--- config.mk ---
export PLATFORM = sky130hd
export DESIGN_NAME = clocks_div_bank
export DESIGN_NICKNAME = d
export VERILOG_FILES = /design/src/rtl/clocks_pkg.sv /design/src/rtl/clocks_div_ch.sv /design/src/rtl/clocks_div_bank.sv
export SDC_FILE = /design/constraint.sdc
export NUM_CORES = 1
export LEC_CHECK = 0
export ABC_AREA = 1
export BUFFER_PORTS_ARGS = -buffer_cell sky130_fd_sc_hd__buf_2
export CORE_ASPECT_RATIO = 1.2
export CORE_UTILIZATION = 40
export CTS_CLUSTER_DIAMETER = 50
export CTS_CLUSTER_SIZE = 40
export DETAILED_ROUTE_END_ITERATION = 16
export PLACE_DENSITY = 0.7
export SYNTH_ARGS = -nofsm -noshare
export SYNTH_HDL_FRONTEND = slang
export SYNTH_SLANG_ARGS = --single-unit
--- constraint.sdc ---
create_clock -name clk_10M_ref -period 2.24 [get_ports clk_10M_ref]
set_clock_uncertainty 0.15 [all_clocks]
set_input_delay 0 -clock clk_10M_ref [delete_from_list [all_inputs] [get_ports clk_10M_ref]]
set_output_delay 0 -clock clk_10M_ref [all_outputs]
set_load 0.02 [all_outputs]
--- src/rtl/clocks_pkg.sv ---
// rtl/clocks_pkg.sv - shared constants, channel state type and ratio clamp for the divider bank
package clocks_pkg;

    localparam int MIN_DIV     = 2;
    localparam int DEFAULT_DIV = 4;

    typedef enum logic {
        CH_IDLE = 1'b0,
        CH_RUN  = 1'b1
    } ch_state_e;

    // Ratios below MIN_DIV cannot produce a square wave, so they are raised to it.
    function automatic logic [31:0] clamp_div(input logic [31:0] ratio);
        return (ratio < 32'(MIN_DIV)) ? 32'(MIN_DIV) : ratio;
    endfunction

endpackage

--- src/rtl/clocks_div_ch.sv ---
// rtl/clocks_div_ch.sv - one glitch-free divider channel: counter, pending ratio, run FSM, output regs
module clocks_div_ch #(
    parameter int DIV_W       = 16,
    parameter int DEFAULT_DIV = clocks_pkg::DEFAULT_DIV
) (
    input  logic             clk_10M_ref,
    input  logic             reset,
    input  logic             ch_en,
    input  logic [DIV_W-1:0] div_ratio,
    input  logic             load,
    input  logic             sync,
    output logic             clk_out,
    output logic             tick,
    output logic             active
);
    import clocks_pkg::*;

    ch_state_e        state_q, state_d;
    logic [DIV_W-1:0] cnt_q, cnt_d;
    logic [DIV_W-1:0] r_q, r_d;
    logic [DIV_W-1:0] pend_q, pend_d;
    logic             pend_v_q, pend_v_d;
    logic             clk_out_q, clk_out_d;
    logic             tick_q, tick_d;
    logic [DIV_W-1:0] load_r;
    logic             last;
    logic             start;

    assign load_r = DIV_W'(clamp_div(32'(div_ratio)));
    assign last   = (cnt_q == r_q - DIV_W'(1));

    always_comb begin
        state_d   = state_q;
        cnt_d     = cnt_q;
        r_d       = r_q;
        pend_d    = pend_q;
        pend_v_d  = pend_v_q;
        clk_out_d = 1'b0;
        tick_d    = 1'b0;
        start     = 1'b0;
        case (state_q)
            CH_IDLE: start = ch_en;
            CH_RUN: begin
                clk_out_d = (cnt_q < (r_q >> 1));
                tick_d    = (cnt_q == '0);
                // sync wins over terminal count, so a disabled channel under sync runs one more period
                start     = sync || (last && ch_en);
                if (!start) begin
                    if (last) begin
                        state_d = CH_IDLE;
                        cnt_d   = '0;
                    end else begin
                        cnt_d = cnt_q + DIV_W'(1);
                    end
                end
            end
            default: state_d = CH_IDLE;
        endcase
        // A new period begins: adopt the freshest ratio, preferring a same-cycle load.
        if (start) begin
            state_d  = CH_RUN;
            cnt_d    = '0;
            pend_v_d = 1'b0;
            if (load) begin
                r_d = load_r;
            end else if (pend_v_q) begin
                r_d = pend_q;
            end
        end else if (load) begin
            pend_d   = load_r;
            pend_v_d = 1'b1;
        end
    end

    always_ff @(posedge clk_10M_ref) begin
        if (reset) begin
            state_q   <= CH_IDLE;
            cnt_q     <= '0;
            r_q       <= DIV_W'(DEFAULT_DIV);
            pend_q    <= DIV_W'(DEFAULT_DIV);
            pend_v_q  <= 1'b0;
            clk_out_q <= 1'b0;
            tick_q    <= 1'b0;
        end else begin
            state_q   <= state_d;
            cnt_q     <= cnt_d;
            r_q       <= r_d;
            pend_q    <= pend_d;
            pend_v_q  <= pend_v_d;
            clk_out_q <= clk_out_d;
            tick_q    <= tick_d;
        end
    end

    assign clk_out = clk_out_q;
    assign tick    = tick_q;
    assign active  = (state_q == CH_RUN);

endmodule

--- src/rtl/clocks_div_bank.sv ---
// rtl/clocks_div_bank.sv - N_CH programmable clock dividers off the 10 MHz reference with shared load/sync
module clocks_div_bank #(
    parameter int N_CH        = 4,
    parameter int DIV_W       = 16,
    parameter int DEFAULT_DIV = clocks_pkg::DEFAULT_DIV
) (
    input  logic                  clk_10M_ref,
    input  logic                  reset,
    input  logic [N_CH-1:0]       ch_en,
    input  logic [N_CH*DIV_W-1:0] div_ratio,
    input  logic                  load,
    input  logic                  sync,
    output logic [N_CH-1:0]       clk_out,
    output logic [N_CH-1:0]       tick,
    output logic [N_CH-1:0]       active
);
    import clocks_pkg::*;

    for (genvar i = 0; i < N_CH; i++) begin : g_ch
        clocks_div_ch #(
            .DIV_W       (DIV_W),
            .DEFAULT_DIV (DEFAULT_DIV)
        ) u_ch (
            .clk_10M_ref (clk_10M_ref),
            .reset       (reset),
            .ch_en       (ch_en[i]),
            .div_ratio   (div_ratio[i*DIV_W +: DIV_W]),
            .load        (load),
            .sync        (sync),
            .clk_out     (clk_out[i]),
            .tick        (tick[i]),
            .active      (active[i])
        );
    end

endmodule

==> run metrics <==
Clock Latency Late Sink 0.56 ns; Syn Inst Count ~2.4k; detail-routed via count per cell 5.16; syn_area_per_cell a little over 6 um2; status complete, but fails checks; Synth async-reset ratio 0; antenna violations before repair 2; PnR worst setup slack -0.337 ns; Total GRT Usage 0.251; Post-Syn Area ~0.015 mm2; YS warnings 0; area of the multi-input gates between 0.01 and 0.015 mm2; pre-CTS setup slack -0.294 ns; EDFF count, synth 0; CTS tree done; Min Clock Period, post-route 2.58 ns; Worst Tran Pin Value 0.819 ns; Max Slew Vio Count 0; synth-to-layout area growth 46.1%; Clock transition at path regs 0.07 ns; total number of vias 17.1k; DR DRC count 0; Die H 214 um; CP startpoint g_ch[2].u_ch.r_q[4]$_SDFFE_PP0P_; fillers between 3k and 4k; min-delay worst type in -> reg; 1st-iter DRT viols approximately 1.2k; RSZ-0062 raised after global routing yes; Post-DP HPWL 33700 um; Critical Path AT roughly 2.9 ns; DIE WIDTH 178 um; commonest non-fill, non-tap cell in the layout nand2_1; die area 0.0381 mm2; first drt pass iteration count 5; Seq/Total Area, Yosys 0.279; Initial Util 0.405; antenna-violating nets left 0; num rows 77; largest net degree at the start of global routing 148; Critical Path RT 2.58 ns; CTS root buffer clkbuf_16; worst hold start div_ratio[28]; Worst setup SP type register; failing checks negative setup slack; Worst Setup End Kind register; Clock Tree Buf Depth 3; first-pass GRT wire length 77500 um; Pwr Total 0.0119 W; share of cells above drive strength 1 0.306; Synth Flop Type dfxtp_1; headroom to the max-slew limit 0.454; FF+latch area 0.00419 mm2; Final Wtd Congestion roughly 0.92; CORE AREA around 0.037 mm2; Net Count, Synth between 2k and 3k; R2R Path Start g_ch[2].u_ch.r_q[4]$_SDFFE_PP0P_; drt total wl between 50000 and 60000 um; Fmax 388 MHz; Nets 2956; PwrDens 545 mW/mm2; number of global-route vias before repair 16.5k; final setup violation count between 150 and 200; clock sink count about 210; synthesized flop and latch total 208; period utilization 1.15; Wirelength per Cell 15.3 um; kind of critical path reg -> reg; CTS Buf Count 25; most frequent cells in the layout nand2_1, nor2_1, buf_4; Port Buffers just over 80; CP Max Fanout 8; I/O pin cnt 84; Cell variety after synth between 40 and 50; Pleak 10.3 nW; gr ovfl total 0; Fin. Hold Viols 0; H-tree levels 1; VDD IR-drop max 0.478 mV; MaxCap Viol Count 0
==> cell families after synthesis <==
kind of cell / after synthesis / synth area share
and+or+nand+nor: 1412 / 0.409
buffers and inverters: 371 / 0.109
AOI/OAI and AO/OA: 216 / 0.0742
DFF: 208 / 0.279
xor gates and xnor gates: 120 / 0.0714
adders and majority gates: 68 / 0.0570
==> power breakdown <==
part           internal, W  switching, W  total (W)
sequential         0.00393      0.000186    0.00411
clock              0.00224       0.00182    0.00405
combinational      0.00168       0.00203    0.00371
==> metal layers <==
layer  up-vias  global-route usage  wire length [um]
met5         -                   0                13
met3       163              0.0284              2500
met1      7951               0.286             20200
met2       536               0.455             25400
li1       8435                   -                 -
met4         2               0.134              2460
==> registers in the layout, indices dropped and copies added, names as in the netlist <==
register	cells
g_ch.u_ch.r_q	64
g_ch.u_ch.clk_out	4
g_ch.u_ch.pend_q	64
g_ch.u_ch.pend_v_q	4
g_ch.u_ch.cnt_q	64
g_ch.u_ch.active	4
g_ch.u_ch.tick	4
==> area by class of cell <==
| class | count | area share |
|---|---|---|
| antenna | 1 | 0.000115 |
| clock buffer | 31 | 0.0316 |
| clock inverter | 14 | 0.00574 |
| inverter | 265 | 0.0474 |
| multi-input combinational | 1818 | 0.491 |
| sequential | 208 | 0.192 |
| tap | 474 | 0.0272 |
| timing repair buffer | 495 | 0.203 |
| timing repair inverter | 3 | 0.00144 |
==> Yosys cell counts, drive strengths merged, types with 33 or more instances <==
master / instances / share of area
nand2: 696 / 0.18
nor2: 393 / 0.10
inv: 262 / 0.066
dfxtp: 208 / 0.28
nand3: 171 / 0.061
a21oi: 131 / 0.044
xor2: 94 / 0.055
o21ai: 76 / 0.026
buf: 71 / 0.033
ha: 68 / 0.057
nand4: 45 / 0.020
clkbuf: 35 / 0.0091
nand3b: 33 / 0.017
==> stage by stage <==
stage | std cells | TNS, ns | cell area, um2 | hold WS, ns | utilization
6_report | 3309 | -42.53 | 21800 | 0.0940 | 0.592
4_1_cts | 3288 | -24.34 | 20600 | 0.0822 | 0.559
3_5_place_dp | 3117 | -39.92 | 17600 | 0.120 | 0.477
2_1_floorplan | 2395 | -0.481 | 15000 | -0.0151 | -
5_1_grt | 3309 | -72.01 | 21800 | 0.141 | 0.592
3_3_place_gp | 3117 | -33.41 | 17600 | 0.104 | 0.477
==> worst max-delay path: stages (launching register included) <==
cell and delay [ns]:
dfxtp_1 0.45, buf_4 0.17, nor2_1 0.04, nor2_1 0.18
nor2_1 0.09, nor2_1 0.13, nand2_1 0.08, nor2_2 0.10
nand3_2 0.10, nor2_4 0.10, nand3_2 0.11, nand2_4 0.11
buf_6 0.11, nand3_4 0.16, clkbuf_16 0.24, nand2_4 0.05
nand2_2 0.04, nor2_1 0.11
==> timing repair <==
action | 4_1_cts | 5_1_grt
setup endpoints to repair | 196 | 199
buffers inserted | 36 | 13
cloned | 17 | 11
hold buffers | 76 | 0
pin swaps | 79 | 88
endpoints found under the hold margin | 152 | 0
gates resized for setup | 256 | 255
==> final timing paths <==
kind	end	slack [ns]	cells past startpoint
worst max-delay path	g_ch[2].u_ch.r_q[13]$_SDFFE_PP0P_	-0.34	17
worst min-delay path	g_ch[1].u_ch.pend_q[12]$_SDFFE_PP0P_	0.09	4
worst max register to register	g_ch[2].u_ch.r_q[13]$_SDFFE_PP0P_	-0.34	17
worst min register to register	g_ch[3].u_ch.pend_q[2]$_SDFFE_PP1P_	0.30	2
(Power assumes the default switching activity.)
